File: src/rtl/fft_rd_arbiter_pkg.sv
// Shared encodings for the post-FFT read path: owner tags, arbiter FSM states
// and default datapath widths.
package postfft_pkg;

  localparam int ADDR_WIDTH_DEF     = 10;
  localparam int RX_WORD_LENGTH_DEF = 12;

  localparam logic [1:0] OWN_NONE = 2'd0;
  localparam logic [1:0] OWN_DMRS = 2'd1;
  localparam logic [1:0] OWN_PBCH = 2'd2;

  typedef enum logic [1:0] {
    ST_IDLE     = 2'd0,
    ST_OWN_DMRS = 2'd1,
    ST_OWN_PBCH = 2'd2
  } arb_state_e;

endpackage

File: src/rtl/fft_rd_arbiter_tag_pipe.sv
// Shift register of {valid, owner} tags that follows each RAM read through the
// fixed read latency; clr_i drops every in-flight tag.
module rd_tag_pipe
  import postfft_pkg::*;
#(
  parameter int DEPTH = 1
) (
  input  logic       clk_i,
  input  logic       clr_i,
  input  logic       vld_i,
  input  logic [1:0] owner_i,
  output logic       head_vld_o,
  output logic [1:0] head_owner_o,
  output logic       any_vld_o
);

  logic [DEPTH-1:0] vld_q;
  logic [1:0]       owner_q [DEPTH];

  // Tag shift stages with synchronous clear
  always_ff @(posedge clk_i) begin
    if (clr_i) begin
      vld_q <= '0;
      for (int i = 0; i < DEPTH; i++) owner_q[i] <= OWN_NONE;
    end else begin
      vld_q[0]   <= vld_i;
      owner_q[0] <= owner_i;
      for (int i = 1; i < DEPTH; i++) begin
        vld_q[i]   <= vld_q[i-1];
        owner_q[i] <= owner_q[i-1];
      end
    end
  end

  assign head_vld_o   = vld_q[DEPTH-1];
  assign head_owner_o = owner_q[DEPTH-1];
  assign any_vld_o    = |vld_q;

endmodule

File: src/rtl/fft_rd_arbiter.sv
// Round-robin, burst-locked arbiter sharing the FFT symbol RAM read port between
// the DMRS and PBCH index readers, with tagged routing of returned I/Q words.
module fft_rd_arbiter
  import postfft_pkg::*;
#(
  parameter int ADDR_WIDTH     = ADDR_WIDTH_DEF,
  parameter int RX_WORD_LENGTH = RX_WORD_LENGTH_DEF,
  parameter int RD_LATENCY     = 1,
  parameter int MAX_BURST      = 8
) (
  input  logic                             clk,
  input  logic                             rst,
  input  logic                             flush,
  input  logic                             dmrs_req,
  input  logic        [ADDR_WIDTH-1:0]     dmrs_addr,
  output logic                             dmrs_gnt,
  output logic                             dmrs_rvld,
  output logic signed [RX_WORD_LENGTH-1:0] dmrs_rdata_i,
  output logic signed [RX_WORD_LENGTH-1:0] dmrs_rdata_q,
  input  logic                             pbch_req,
  input  logic        [ADDR_WIDTH-1:0]     pbch_addr,
  output logic                             pbch_gnt,
  output logic                             pbch_rvld,
  output logic signed [RX_WORD_LENGTH-1:0] pbch_rdata_i,
  output logic signed [RX_WORD_LENGTH-1:0] pbch_rdata_q,
  output logic                             mem_rd_en,
  output logic        [ADDR_WIDTH-1:0]     mem_addr,
  input  logic signed [RX_WORD_LENGTH-1:0] mem_data_i,
  input  logic signed [RX_WORD_LENGTH-1:0] mem_data_q,
  output logic                             busy
);

  localparam logic [7:0] MAX_BURST_C = 8'(MAX_BURST);

  arb_state_e            state_q, state_d;
  logic [7:0]            burst_cnt_q, burst_cnt_d;
  logic [1:0]            last_served_q, last_served_d;
  logic [ADDR_WIDTH-1:0] addr_hold_q;
  logic [1:0]            sel;
  logic                  same_owner;
  logic                  head_vld, any_vld;
  logic [1:0]            head_owner;
  logic                  ret_dmrs, ret_pbch;

  // Grant decision and next arbiter state
  always_comb begin
    sel           = OWN_NONE;
    state_d       = ST_IDLE;
    burst_cnt_d   = 8'd0;
    last_served_d = last_served_q;
    same_owner    = 1'b0;
    if (rst || flush) begin
      sel = OWN_NONE;
    end else begin
      case (state_q)
        ST_IDLE: begin
          if (dmrs_req && pbch_req) sel = (last_served_q == OWN_DMRS) ? OWN_PBCH : OWN_DMRS;
          else if (dmrs_req)        sel = OWN_DMRS;
          else if (pbch_req)        sel = OWN_PBCH;
          else                      sel = OWN_NONE;
        end
        ST_OWN_DMRS: begin
          if (dmrs_req && ((burst_cnt_q < MAX_BURST_C) || !pbch_req)) sel = OWN_DMRS;
          else if (pbch_req)                                           sel = OWN_PBCH;
          else                                                         sel = OWN_NONE;
        end
        ST_OWN_PBCH: begin
          if (pbch_req && ((burst_cnt_q < MAX_BURST_C) || !dmrs_req)) sel = OWN_PBCH;
          else if (dmrs_req)                                           sel = OWN_DMRS;
          else                                                         sel = OWN_NONE;
        end
        default: sel = OWN_NONE;
      endcase
    end
    if (sel != OWN_NONE) begin
      same_owner    = ((sel == OWN_DMRS) && (state_q == ST_OWN_DMRS)) ||
                      ((sel == OWN_PBCH) && (state_q == ST_OWN_PBCH));
      state_d       = (sel == OWN_DMRS) ? ST_OWN_DMRS : ST_OWN_PBCH;
      last_served_d = sel;
      if (!same_owner)                       burst_cnt_d = 8'd1;
      else if (burst_cnt_q == MAX_BURST_C)   burst_cnt_d = burst_cnt_q;
      else                                   burst_cnt_d = burst_cnt_q + 8'd1;
    end else begin
      state_d     = ST_IDLE;
      burst_cnt_d = 8'd0;
    end
  end

  // RAM port drive; the address holds its last granted value between grants
  always_comb begin
    dmrs_gnt  = (sel == OWN_DMRS);
    pbch_gnt  = (sel == OWN_PBCH);
    mem_rd_en = dmrs_gnt | pbch_gnt;
    if (dmrs_gnt)      mem_addr = dmrs_addr;
    else if (pbch_gnt) mem_addr = pbch_addr;
    else               mem_addr = addr_hold_q;
  end

  // Arbiter state registers
  always_ff @(posedge clk) begin
    if (rst) begin
      state_q       <= ST_IDLE;
      burst_cnt_q   <= 8'd0;
      last_served_q <= OWN_PBCH;
      addr_hold_q   <= '0;
    end else begin
      state_q       <= state_d;
      burst_cnt_q   <= burst_cnt_d;
      last_served_q <= last_served_d;
      addr_hold_q   <= mem_addr;
    end
  end

  rd_tag_pipe #(.DEPTH(RD_LATENCY)) u_tag_pipe (
    .clk_i        (clk),
    .clr_i        (rst | flush),
    .vld_i        (mem_rd_en),
    .owner_i      (sel),
    .head_vld_o   (head_vld),
    .head_owner_o (head_owner),
    .any_vld_o    (any_vld)
  );

  // A flush in the same cycle the data returns still drops that read
  assign ret_dmrs = head_vld && !flush && (head_owner == OWN_DMRS);
  assign ret_pbch = head_vld && !flush && (head_owner == OWN_PBCH);

  // Return-path capture and routing
  always_ff @(posedge clk) begin
    if (rst) begin
      dmrs_rvld    <= 1'b0;
      pbch_rvld    <= 1'b0;
      dmrs_rdata_i <= '0;
      dmrs_rdata_q <= '0;
      pbch_rdata_i <= '0;
      pbch_rdata_q <= '0;
    end else begin
      dmrs_rvld <= ret_dmrs;
      pbch_rvld <= ret_pbch;
      if (ret_dmrs) begin
        dmrs_rdata_i <= mem_data_i;
        dmrs_rdata_q <= mem_data_q;
      end
      if (ret_pbch) begin
        pbch_rdata_i <= mem_data_i;
        pbch_rdata_q <= mem_data_q;
      end
    end
  end

  assign busy = (state_q != ST_IDLE) | any_vld;

endmodule

File: config.mk
export PLATFORM = sky130hd
export DESIGN_NAME = fft_rd_arbiter
export DESIGN_NICKNAME = d
export VERILOG_FILES = /design/src/rtl/fft_rd_arbiter_pkg.sv /design/src/rtl/fft_rd_arbiter_tag_pipe.sv /design/src/rtl/fft_rd_arbiter.sv
export SDC_FILE = /design/constraint.sdc
export NUM_CORES = 1
export LEC_CHECK = 0
export ABC_AREA = 1
export CAP_MARGIN = 25
export CORE_ASPECT_RATIO = 1.5
export CORE_MARGIN = 4
export CORE_UTILIZATION = 40
export CTS_CLUSTER_DIAMETER = 40
export DETAILED_ROUTE_END_ITERATION = 6
export GPL_ROUTABILITY_DRIVEN = 0
export GPL_TIMING_DRIVEN = 0
export PLACE_DENSITY_LB_ADDON = 0.1
export SLEW_MARGIN = 20
export SYNTH_ARGS = -nofsm -noshare
export SYNTH_HDL_FRONTEND = slang
export SYNTH_SLANG_ARGS = --single-unit
File: constraint.sdc
create_clock -name clk -period 4.1 [get_ports clk]
set_clock_uncertainty 0.1 [all_clocks]
set_input_delay 0.615 -clock clk [delete_from_list [all_inputs] [get_ports clk]]
set_output_delay 0.615 -clock clk [all_outputs]
set_load 0.05 [all_outputs]
==> flow_summary.toml, run 1 <==
[status]
outcome = "finished, final reports clean"

[clock_network]
root_buffer = "clkbuf_16"
cts_max_level = 3
clockBufferDepth = 2
path_clk_slew_ps = 60
clkSinkCount = 75
cts_tree = "built"
ctsHoldBuffers = 0
clk_latency_ps = 320
cts_setup_buffers = 0
post_cts_resized = 4
cts_made_buffers = 9

[finish]
final_common_cell = "nor2_1"
final_cell_mix = "122 x nor2_1, 101 x clkdlybuf4s50_1, 75 x dfxtp_1, 49 x o21ai_0, 36 x inv_1"
fillers = 705
syn2layout_area_growth_pct = 50.7
fin_util_pct = 61.6
fin_nets = 572
drive_gt1_share_pct = 10.1
antenna_cells = 0
multi_input_area_um2 = 1330
seqCellArea_um2 = 1500

[critical_path]
crit_path_end_kind = "primary output"
arrival_ps = 3100
rr_endpoint = "addr_hold_q[8]$_SDFF_PP0_"
reg2reg_from = "burst_cnt_q[4]$_SDFFE_PP0N_"
start_kind = "primary input"
crit_type = "in2out"
cp.required_ps = 3380
r2r_cells = 15
cp_max_fo = 10
r2r_slack_ps = 1900
startpoint = "pbch_req"
crit_end = "mem_addr[7]"

[global_route]
grt_pass1_vias = 2749
antenna_found_initial = 0
grt.overflow.total = 0
grt_pass1_wl_mm = 12.6
grtUsageTotal_pct = 17.3
grt_start_max_net_pins = 13

[yosys]
syn_area_um2 = 3090
synth_area_leader_cell = "dfxtp_1"
synth_edf_count = 0
yosys-top-cells-area = "dfxtp_1 49%, nor2_1 15%, o21ai_0 7.9%"
ys_async_sr_fraction_pct = 0
avgSynthCellArea_um2 = 7.81
yosys_warnings = 0
synth_nets = 450
ys_seq_area_share_pct = 48.6
synth_seq_cells = 75
synth_top_area_share_pct = 48.6
synthCells = 396
yosysUniqueCellTypes = 35
ys.flop_type = "dfxtp_1"

[timing]
drv_slew = 0
layout_min_cycle_time_ps = 3820
fin_crit_sh_pct = 93.1
rsz0062_at_grt = "false"
setup_viol = 0
worst_slew_pin_slew_ps = 569
slew_headroom_pct = 61.9
fin_setup_tns_ps = 0
final_hold_viol_count = 0
clock.fmax_mhz = 262

[routing]
wire_per_inst_um = 12.4
wirelength_mm = 7.75
drt_iter0_markers = 179
drc = 0
vias = 2919
via_per_inst = 4.67
ant_nets = 0
drt_pass1_iterations = 4

[power_and_ir_drop]
peakVddDrop_mv = 0.248
p_per_area_nw_per_um2 = 376
total_power_mw = 1.75
leakagePower_nw = 1.94

[floorplan]
io_pins = 113
fp.dieH_um = 116
die_w_um = 79.8
start_util_pct = 40.9
rows = 39
die_area_um2 = 9230
design.core.area_um2 = 7560

[min_path]
hold_path_class = "reg2reg"

[place]
io_buffers = 111
place.detailed.hpwl_mm = 5.87

[flow_run]
max-cap-violations = 0
==> sequential cells by signal, indices dropped and copies added (netlist names) <==
signal / cells
pbch_rvld: 1
pbch_rdata_i: 12
pbch_rdata_q: 12
u_tag_pipe.owner_q: 2
dmrs_rdata_i: 12
state_q: 2
addr_hold_q: 10
last_served_q: 2
dmrs_rdata_q: 12
dmrs_rvld: 1
u_tag_pipe.any_vld_o: 1
burst_cnt_q: 8
==> stage by stage <==
stage / instance area (um2) / cells / hold WS, ps / setup WS, ps
final: 4660 / 625 / 377 / 283
after global placement: 4330 / 609 / 352 / -2.88
after detailed placement: 4330 / 609 / 362 / -35.9
after floorplan: 3090 / 396 / 341 / 650
after CTS: 4640 / 625 / 376 / 1.26
after global routing: 4660 / 625 / 402 / 48.5
==> synth_stat cells (4+ instances only) <==
master	count
o211ai_1	11
nand2_1	16
dfxtp_1	75
inv_2	4
inv_1	36
ha_1	5
or2_0	9
buf_2	6
o21ai_1	11
clkbuf_1	7
nand2_2	5
o21ai_0	49
nor2_1	122
nor2_4	4
buf_6	4
==> worst min-delay path by stage <==
stage / depth (start not counted) / start / endpoint / slack [ps]
global placement: 2 / last_served_q[1]$_SDFFE_PP1N_ / last_served_q[1]$_SDFFE_PP1N_ / 350
global route: 2 / pbch_rdata_q[10]$_SDFFE_PP0P_ / pbch_rdata_q[10]$_SDFFE_PP0P_ / 400
floorplan: 2 / last_served_q[1]$_SDFFE_PP1N_ / last_served_q[1]$_SDFFE_PP1N_ / 340
detailed placement: 2 / last_served_q[1]$_SDFFE_PP1N_ / last_served_q[1]$_SDFFE_PP1N_ / 360
finish: 2 / pbch_rdata_q[8]$_SDFFE_PP0P_ / pbch_rdata_q[8]$_SDFFE_PP0P_ / 380
CTS: 2 / last_served_q[1]$_SDFFE_PP1N_ / last_served_q[1]$_SDFFE_PP1N_ / 380
==> layout make-up <==
class | count | share of cell area, %
multi-input combinational | 262 | 28.5
clock inverter | 4 | 1.02
clock buffer | 12 | 5.72
buffer | 19 | 2.42
sequential | 75 | 32.2
timing repair buffer | 111 | 24.1
inverter | 40 | 3.22
tap | 102 | 2.74
==> cells by family after synthesis <==
kind of cell	after synthesis	share of synthesized area, %
flip-flops	75	48.6
adder cells (fa/ha/maj)	5	2.02
buffers and inverters	59	8.46
AO/OA/AOI/OAI	79	14.3
XOR/XNOR	4	1.13
AND/OR/NAND/NOR	174	25.5
==> report_power, final <==
part | leakage, nW | internal (mW) | switching [mW]
clock network | 0.155 | 0.519 | 0.289
registers | 0.606 | 0.740 | 0.00404
logic | 1.18 | 0.0861 | 0.112
total | 1.94 | 1.34 | 0.406
==> routing by layer <==
metal / part of all wire [%] / routed length (um) / vias up / GRT usage, %
met2: 51 / 3990 / 79 / 30.5
li1: - / - / 1495 / -
met1: 41 / 3190 / 1334 / 20.2
met3: 5.9 / 461 / 11 / 4.12
met5: 0 / 0 / - / 0
met4: 1.5 / 116 / 0 / 6.31
==> worst max-delay path, cell delays in order <==
cell             delay, ps
clkdlybuf4s50_1        510
inv_1                   80
o211ai_1               210
nand3_2                130
nand2_4                100
inv_1                   50
ha_1                   260
inv_1                  110
buf_2                  220
o211ai_1               120
o21ai_1                130
dlygate4sd2_1          570
No activity file was read; power rests on OpenSTA's default activity.
==> run 2: changes to the inputs <==
CTS_CLUSTER_SIZE = 8   (was unset)
==> results of run 2 <==
No change in the layout: final DEF, timing and power equal those of run 1.
